`src/rtl/psram_phase_cal.sv`:
```
// PSRAM rPLL phase calibration: resets the PLL, sweeps PSDA over 16 phases,
// and parks on the centre of the widest circular pass window. Optional pass_map port: PHASE_CAL_MAP_EN.
module psram_phase_cal #(
    parameter logic [3:0] DEFAULT_PSDA   = 4'b0100,
    parameter int         PLL_RST_CYCLES = 16,
    parameter int         LOCK_TIMEOUT   = 65535,
    parameter int         SETTLE_CYCLES  = 256
) (
    input  logic        clk,
    input  logic        resetn,
    input  logic        start,
    input  logic        pll_lock,
    output logic        pll_reset,
    output logic [3:0]  psda,
    output logic        test_req,
    input  logic        test_ack,
    input  logic        test_pass,
    output logic        busy,
    output logic        done,
    output logic        cal_ok,
    output logic        lock_err,
    output logic [3:0]  best_phase,
`ifdef PHASE_CAL_MAP_EN
    output logic [15:0] pass_map,
`endif
    output logic [4:0]  win_len
);

    typedef enum logic [2:0] {
        IDLE, PLL_RST, WAIT_LOCK, SETTLE, TEST, NEXT, SELECT, FINISH
    } state_t;

    localparam logic [15:0] C_RST_LAST    = 16'(PLL_RST_CYCLES - 1);
    localparam logic [15:0] C_LOCK_LAST   = 16'(LOCK_TIMEOUT - 1);
    localparam logic [15:0] C_SETTLE_LAST = 16'(SETTLE_CYCLES - 1);

    state_t      r_state, w_state_nxt;
    logic [15:0] r_cnt;
    logic [3:0]  r_p;
    logic [15:0] r_map;
    logic        r_lock_drop;
    logic        r_pll_reset, r_test_req, r_busy, r_done, r_cal_ok, r_lock_err;
    logic [3:0]  r_psda, r_best_phase;
    logic [4:0]  r_win_len;

    // Ring-scan state used by SELECT
    logic [5:0]  r_idx;
    logic [3:0]  r_run_start, r_best_start;
    logic [4:0]  r_run_len, r_best_len;

    logic        w_bit;
    logic [4:0]  w_run_len_inc;
    logic [3:0]  w_run_start_cur;
    logic [3:0]  w_best_calc;

    always_ff @(posedge clk or negedge resetn) begin
        if (!resetn) r_state <= IDLE;
        // NOTE: sequential state uses non-blocking assignment so every flop samples pre-edge values.
        else         r_state <= w_state_nxt;
    end

    always_comb begin
        // NOTE: every comb output gets a default first, otherwise a missed branch infers a latch.
        w_state_nxt     = r_state;
        w_bit           = r_map[r_idx[3:0]];
        w_run_len_inc   = (r_run_len == 5'd16) ? 5'd16 : r_run_len + 5'd1;
        w_run_start_cur = (r_run_len == 5'd0) ? r_idx[3:0] : r_run_start;
        w_best_calc     = r_best_start + r_best_len[4:1];
        if (r_best_len == 5'd0 || r_best_len == 5'd16) w_best_calc = DEFAULT_PSDA;
        case (r_state)
            IDLE:      if (start) w_state_nxt = PLL_RST;
            PLL_RST:   if (r_cnt == C_RST_LAST) w_state_nxt = WAIT_LOCK;
            WAIT_LOCK: if (pll_lock) w_state_nxt = SETTLE;
                       else if (r_cnt == C_LOCK_LAST) w_state_nxt = FINISH;
            SETTLE:    if (pll_lock && r_cnt == C_SETTLE_LAST) w_state_nxt = TEST;
            TEST:      if (test_ack) w_state_nxt = NEXT;
            NEXT:      w_state_nxt = (r_p == 4'd15) ? SELECT : SETTLE;
            SELECT:    if (r_idx == 6'd32) w_state_nxt = FINISH;
            FINISH:    w_state_nxt = IDLE;
            default:   w_state_nxt = IDLE;
        endcase
    end

    always_ff @(posedge clk or negedge resetn) begin
        if (!resetn) begin
            r_cnt        <= '0;
            r_p          <= '0;
            // NOTE: the pass map is a plain register, so it is reset with everything else and no stale results survive.
            r_map        <= '0;
            r_lock_drop  <= 1'b0;
            r_pll_reset  <= 1'b0;
            r_test_req   <= 1'b0;
            r_busy       <= 1'b0;
            r_done       <= 1'b0;
            r_cal_ok     <= 1'b0;
            r_lock_err   <= 1'b0;
            r_psda       <= DEFAULT_PSDA;
            r_best_phase <= DEFAULT_PSDA;
            r_win_len    <= '0;
            r_idx        <= '0;
            r_run_start  <= '0;
            r_run_len    <= '0;
            r_best_start <= '0;
            r_best_len   <= '0;
        end else begin
            // Shared counter restarts on every state change; settle restarts on lock loss.
            if (w_state_nxt != r_state || r_state == IDLE) r_cnt <= '0;
            else if (r_state == SETTLE && !pll_lock)       r_cnt <= '0;
            else                                           r_cnt <= r_cnt + 16'd1;

            case (r_state)
                IDLE: if (start) begin
                    r_busy      <= 1'b1;
                    r_done      <= 1'b0;
                    r_cal_ok    <= 1'b0;
                    r_lock_err  <= 1'b0;
                    r_map       <= '0;
                    r_p         <= '0;
                    r_best_len  <= '0;
                    r_pll_reset <= 1'b1;
                end
                PLL_RST: if (w_state_nxt == WAIT_LOCK) r_pll_reset <= 1'b0;
                WAIT_LOCK: begin
                    if (pll_lock)                     r_psda     <= 4'd0;
                    else if (w_state_nxt == FINISH)   r_lock_err <= 1'b1;
                end
                SETTLE: if (w_state_nxt == TEST) begin
                    r_test_req  <= 1'b1;
                    r_lock_drop <= 1'b0;
                end
                TEST: begin
                    if (!pll_lock) r_lock_drop <= 1'b1;
                    if (test_ack) begin
                        r_map[r_p] <= test_pass & pll_lock & ~r_lock_drop;
                        r_test_req <= 1'b0;
                    end
                end
                NEXT: begin
                    if (r_p != 4'd15) begin
                        r_p    <= r_p + 4'd1;
                        r_psda <= r_p + 4'd1;
                    end else begin
                        r_idx        <= '0;
                        r_run_start  <= '0;
                        r_run_len    <= '0;
                        r_best_start <= '0;
                        r_best_len   <= '0;
                    end
                end
                SELECT: if (r_idx != 6'd32) begin
                    r_idx <= r_idx + 6'd1;
                    if (w_bit) begin
                        r_run_start <= w_run_start_cur;
                        r_run_len   <= w_run_len_inc;
                        // Strict compare keeps the earliest-found run on ties
                        if (w_run_len_inc > r_best_len) begin
                            r_best_len   <= w_run_len_inc;
                            r_best_start <= w_run_start_cur;
                        end
                    end else begin
                        r_run_len <= '0;
                    end
                end
                FINISH: begin
                    r_psda       <= w_best_calc;
                    r_best_phase <= w_best_calc;
                    r_win_len    <= r_best_len;
                    r_cal_ok     <= (r_best_len != 5'd0);
                    r_done       <= 1'b1;
                    r_busy       <= 1'b0;
                end
                default: ;
            endcase
        end
    end

    assign pll_reset  = r_pll_reset;
    assign psda       = r_psda;
    assign test_req   = r_test_req;
    assign busy       = r_busy;
    assign done       = r_done;
    assign cal_ok     = r_cal_ok;
    assign lock_err   = r_lock_err;
    assign best_phase = r_best_phase;
    assign win_len    = r_win_len;
`ifdef PHASE_CAL_MAP_EN
    assign pass_map   = r_map;
`endif

endmodule

```
`config.mk`:
```
export PLATFORM = sky130hd
export DESIGN_NAME = psram_phase_cal
export DESIGN_NICKNAME = d
export VERILOG_FILES = /design/src/rtl/psram_phase_cal.sv
export SDC_FILE = /design/constraint.sdc
export NUM_CORES = 1
export LEC_CHECK = 0
export CAP_MARGIN = 20
export CORE_MARGIN = 5
export CORE_UTILIZATION = 55
export CTS_CLUSTER_SIZE = 14
export DETAILED_ROUTE_END_ITERATION = 8
export PLACE_DENSITY = 0.76
export SYNTH_ARGS = -nofsm -noshare
export SYNTH_HDL_FRONTEND = slang
export SYNTH_SLANG_ARGS = --single-unit
```
`constraint.sdc`:
```
create_clock -name clk -period 2.18 [get_ports clk]
set_clock_uncertainty 0.1 [all_clocks]
set_input_delay 0.654 -clock clk [delete_from_list [all_inputs] [get_ports clk]]
set_output_delay 0.654 -clock clk [all_outputs]
set_load 0.01 [all_outputs]
```
==> reports/qor.yml <==
synthesis:
  yosys_warnings: 0
  synth_fp_nets: 510
  netlist_area_sq_um: 4767
  synth_edf_count: 0
  synth_top_flop_cell: "dfrtp_1"
  ys_seq_elements: 83
  ys_seq_area_frac: 0.4362
  netlist_instances: 485
  yosysUniqueCellTypes: 69
  syn_avg_cell_area_sq_um: 9.829
  async_flop_share: 1.000
worst_setup_path:
  worstPathMaxFanout: 5
  critPathMaxStageDelay_ns: 0.40
  worst_setup_path_start_kind: "register"
  slowest_stage: "dfrtp_1"
  cp-end-kind: "register"
  crit_family: "compound AO/OA/AOI/OAI gates"
  critPathArrivalTime_ns: 2.56
  crit_chain: "inv_1 > ha_2 > nand3b_1 > nand2_1 > mux2i_2 > ha_1 > o211ai_1 > a21oi_2 > o211ai_4 > a21o_1 > a22o_1"
  critical_path_class: "register to register"
  path_buf_inv: 1
  required_ns: 2.34
cts:
  clk_latency_ns: 0.36
  clockBufferDepth: 2
  clk_transition_reported_paths_ns: 0.11
  clock-sinks: 83
  cts_made_buffers: 9
  h-tree-depth: 3
  cts_root_buf: "clkbuf_8"
  cts_tree: "done"
sta:
  max_freq_ghz: 0.4165
  worst_slack_ns: -0.2209
  grt_setup_unrepaired: "yes"
  hold_violations: 0
  maxSlewHeadroom: 0.6815
  setup_viol: 19
  fin_crit_ns: 2.401
  worst_slew_pin_slew_ns: 0.4768
  maxSlewViolCount: 0
  period_share: 1.101
  holdWs_ns: 0.3653
layout:
  multi_input_area_sq_um: 2650
  drive_gt1_frac: 0.2930
  final_util: 0.6957
  syn2layout_area_growth_pct: 25.41
  ff_latch_area_sq_um: 2082
  fillerInstances: 624
  final_nets: 590
  insertedDiodeCount: 0
floorplan:
  start_util: 0.5547
  die_w_microns: 103.1
  pin_count: 25
  dieArea_sq_um: 10630
  die_h_microns: 103.1
  fp-row-count: 34
  core_sq_um: 8593
global_route:
  grt_usage: 0.2370
  grt_pass1_wl_microns: 19670
  overflow: 0
  grt_pass1_vias: 3997
  grt_max_degree: 56
  antenna_found_initial: 0
power_and_ir_drop:
  p_leak_nw: 2.853
  power_mw: 3.792
  power_density_nw_per_um2: 634.3
  ir_worst_vdd_v: 0.0007666
place:
  portBuffers: 24
  routabilityCongestion: 0.9989
  hpwl_microns: 8201
routing:
  dr_wl_met3_microns: 386
  routedWlPerCell_microns: 17.21
  drc: 0
  drt_iter0_markers: 191
  drtPass1Iterations: 4
  via_count: 3944
  antenna_left: 0
  highest_layer: "met4"
  m1WireLength_microns: 4894
  wl_microns: 11670
  via_per_inst: 5.817
  wl_met2_microns: 6042
status:
  violations: "setup timing"
  status: "complete, but fails checks"
flow_run:
  maxCapViolations: 0
hold_path:
  min_path_type: "register to register"
## layout by cell type, fill, tap and decap left out, types with 5 or more instances in the layout
cell type         n
nand2_1          84
dfrtp_1          79
buf_4            62
o21ai_0          33
nor2_1           23
clkdlybuf4s50_1  20
a21oi_1          19
inv_1            17
xnor2_1          15
ha_1             14
nand3_1          13
nor2_4           13
a22o_1           12
mux2_2           10
xor2_1            9
clkbuf_8          9
nor2_2            8
nor3_1            6
nand4_1           5
a31oi_1           5
a21o_1            5
## kinds of logic after synthesis
group | share of synthesized area
AND/OR/NAND/NOR | 0.2294
AO/OA/AOI/OAI | 0.1431
flip-flops | 0.4362
buffers and inverters | 0.04751
XOR/XNOR | 0.04410
adder cells (fa/ha/maj) | 0.05144
multiplexers | 0.04829
## sequential cells by signal, summed over array words and instances, names as in the netlist, 5 cells and up
name / flops
r_map: 16
r_best_len: 5
r_run_len: 5
r_idx: 6
r_cnt: 16
win_len: 5
## per-layer routing
layer	global-route usage	up-vias
met2	0.4105	105
met5	0	-
met4	0.08167	0
li1	-	1853
met3	0.04263	32
met1	0.2980	1954
## power by group
part / leakage (nW) / internal, mW / switching, mW
clock: 0.111 / 0.567 / 0.661
combinational: 1.61 / 0.420 / 0.556
sequential: 1.13 / 1.57 / 0.0214
total: 2.85 / 2.55 / 1.24
## stage by stage
step / worst slack, ns / std cells / setup TNS (ns) / area [sq um]
global placement: -0.2630 / 651 / -8.614 / 5485
finish: -0.2209 / 678 / -1.843 / 5978
detailed placement: -0.2996 / 651 / -10.16 / 5485
floorplan: -0.06307 / 485 / -0.3397 / 4791
global route: -0.3101 / 678 / -3.508 / 5978
CTS: -0.2589 / 677 / -1.835 / 5842
## worst paths after layout
path                                     from  cells past startpoint             to  slack (ns)
max in group asynchronous              resetn                      3        psda[2]        0.87
worst max-delay path             r_run_len[1]                     11  r_best_len[3]       -0.22
min in group asynchronous              resetn                      2     win_len[2]        0.55
worst max register to register   r_run_len[1]                     11  r_best_len[3]       -0.22
worst min register to register  best_phase[2]                      2  best_phase[2]        0.37
worst min-delay path            best_phase[2]                      2  best_phase[2]        0.37
## cell usage after synthesis (3+ instances only)
cell type / instances / area (sq um)
mux2_2: 10 / 112.6
ha_1: 18 / 225.2
and3_1: 5 / 31.28
dfrtp_1: 81 / 2027
nand4_1: 5 / 31.28
nor2_4: 11 / 123.9
a32o_1: 4 / 40.04
nor2b_1: 4 / 25.02
clkbuf_1: 7 / 26.28
nor4_2: 3 / 37.54
nand3_1: 15 / 75.07
o21ai_0: 33 / 165.2
o22ai_1: 4 / 25.02
nand2_1: 86 / 322.8
nor3_1: 6 / 30.03
xor2_1: 9 / 78.83
mux2i_1: 5 / 50.05
buf_4: 5 / 37.54
buf_2: 8 / 40.04
a21oi_1: 22 / 110.1
xnor2_1: 15 / 131.4
a31oi_1: 6 / 37.54
a21o_1: 5 / 37.54
a22o_1: 12 / 105.1
inv_1: 20 / 75.07
nor2_1: 33 / 123.9
## worst register-to-register path, stage by stage, from the launching register on
cell and delay, ns:
dfrtp_1 0.40, inv_1 0.06, ha_2 0.18, nand3b_1 0.10, nand2_1 0.09, mux2i_2 0.10, ha_1 0.35, o211ai_1 0.14
a21oi_2 0.20, o211ai_4 0.12, a21o_1 0.24, a22o_1 0.22
## layout make-up
cell class / instances / share of cell area
multi-input combinational: 358 / 0.4433
sequential: 83 / 0.3483
timing repair buffer: 93 / 0.1371
tap: 108 / 0.02260
clock buffer: 9 / 0.02072
clock inverter: 7 / 0.01507
inverter: 20 / 0.01298
## repair_timing
item,4_1_cts,5_1_grt
setup endpoints to repair,35,36
buffers inserted,8,3
resized for setup,14,36
pin swaps,22,20
endpoints found under the hold margin,7,0
gates cloned,1,0
hold buffers,1,0
No activity file was read; power rests on OpenSTA's default activity.
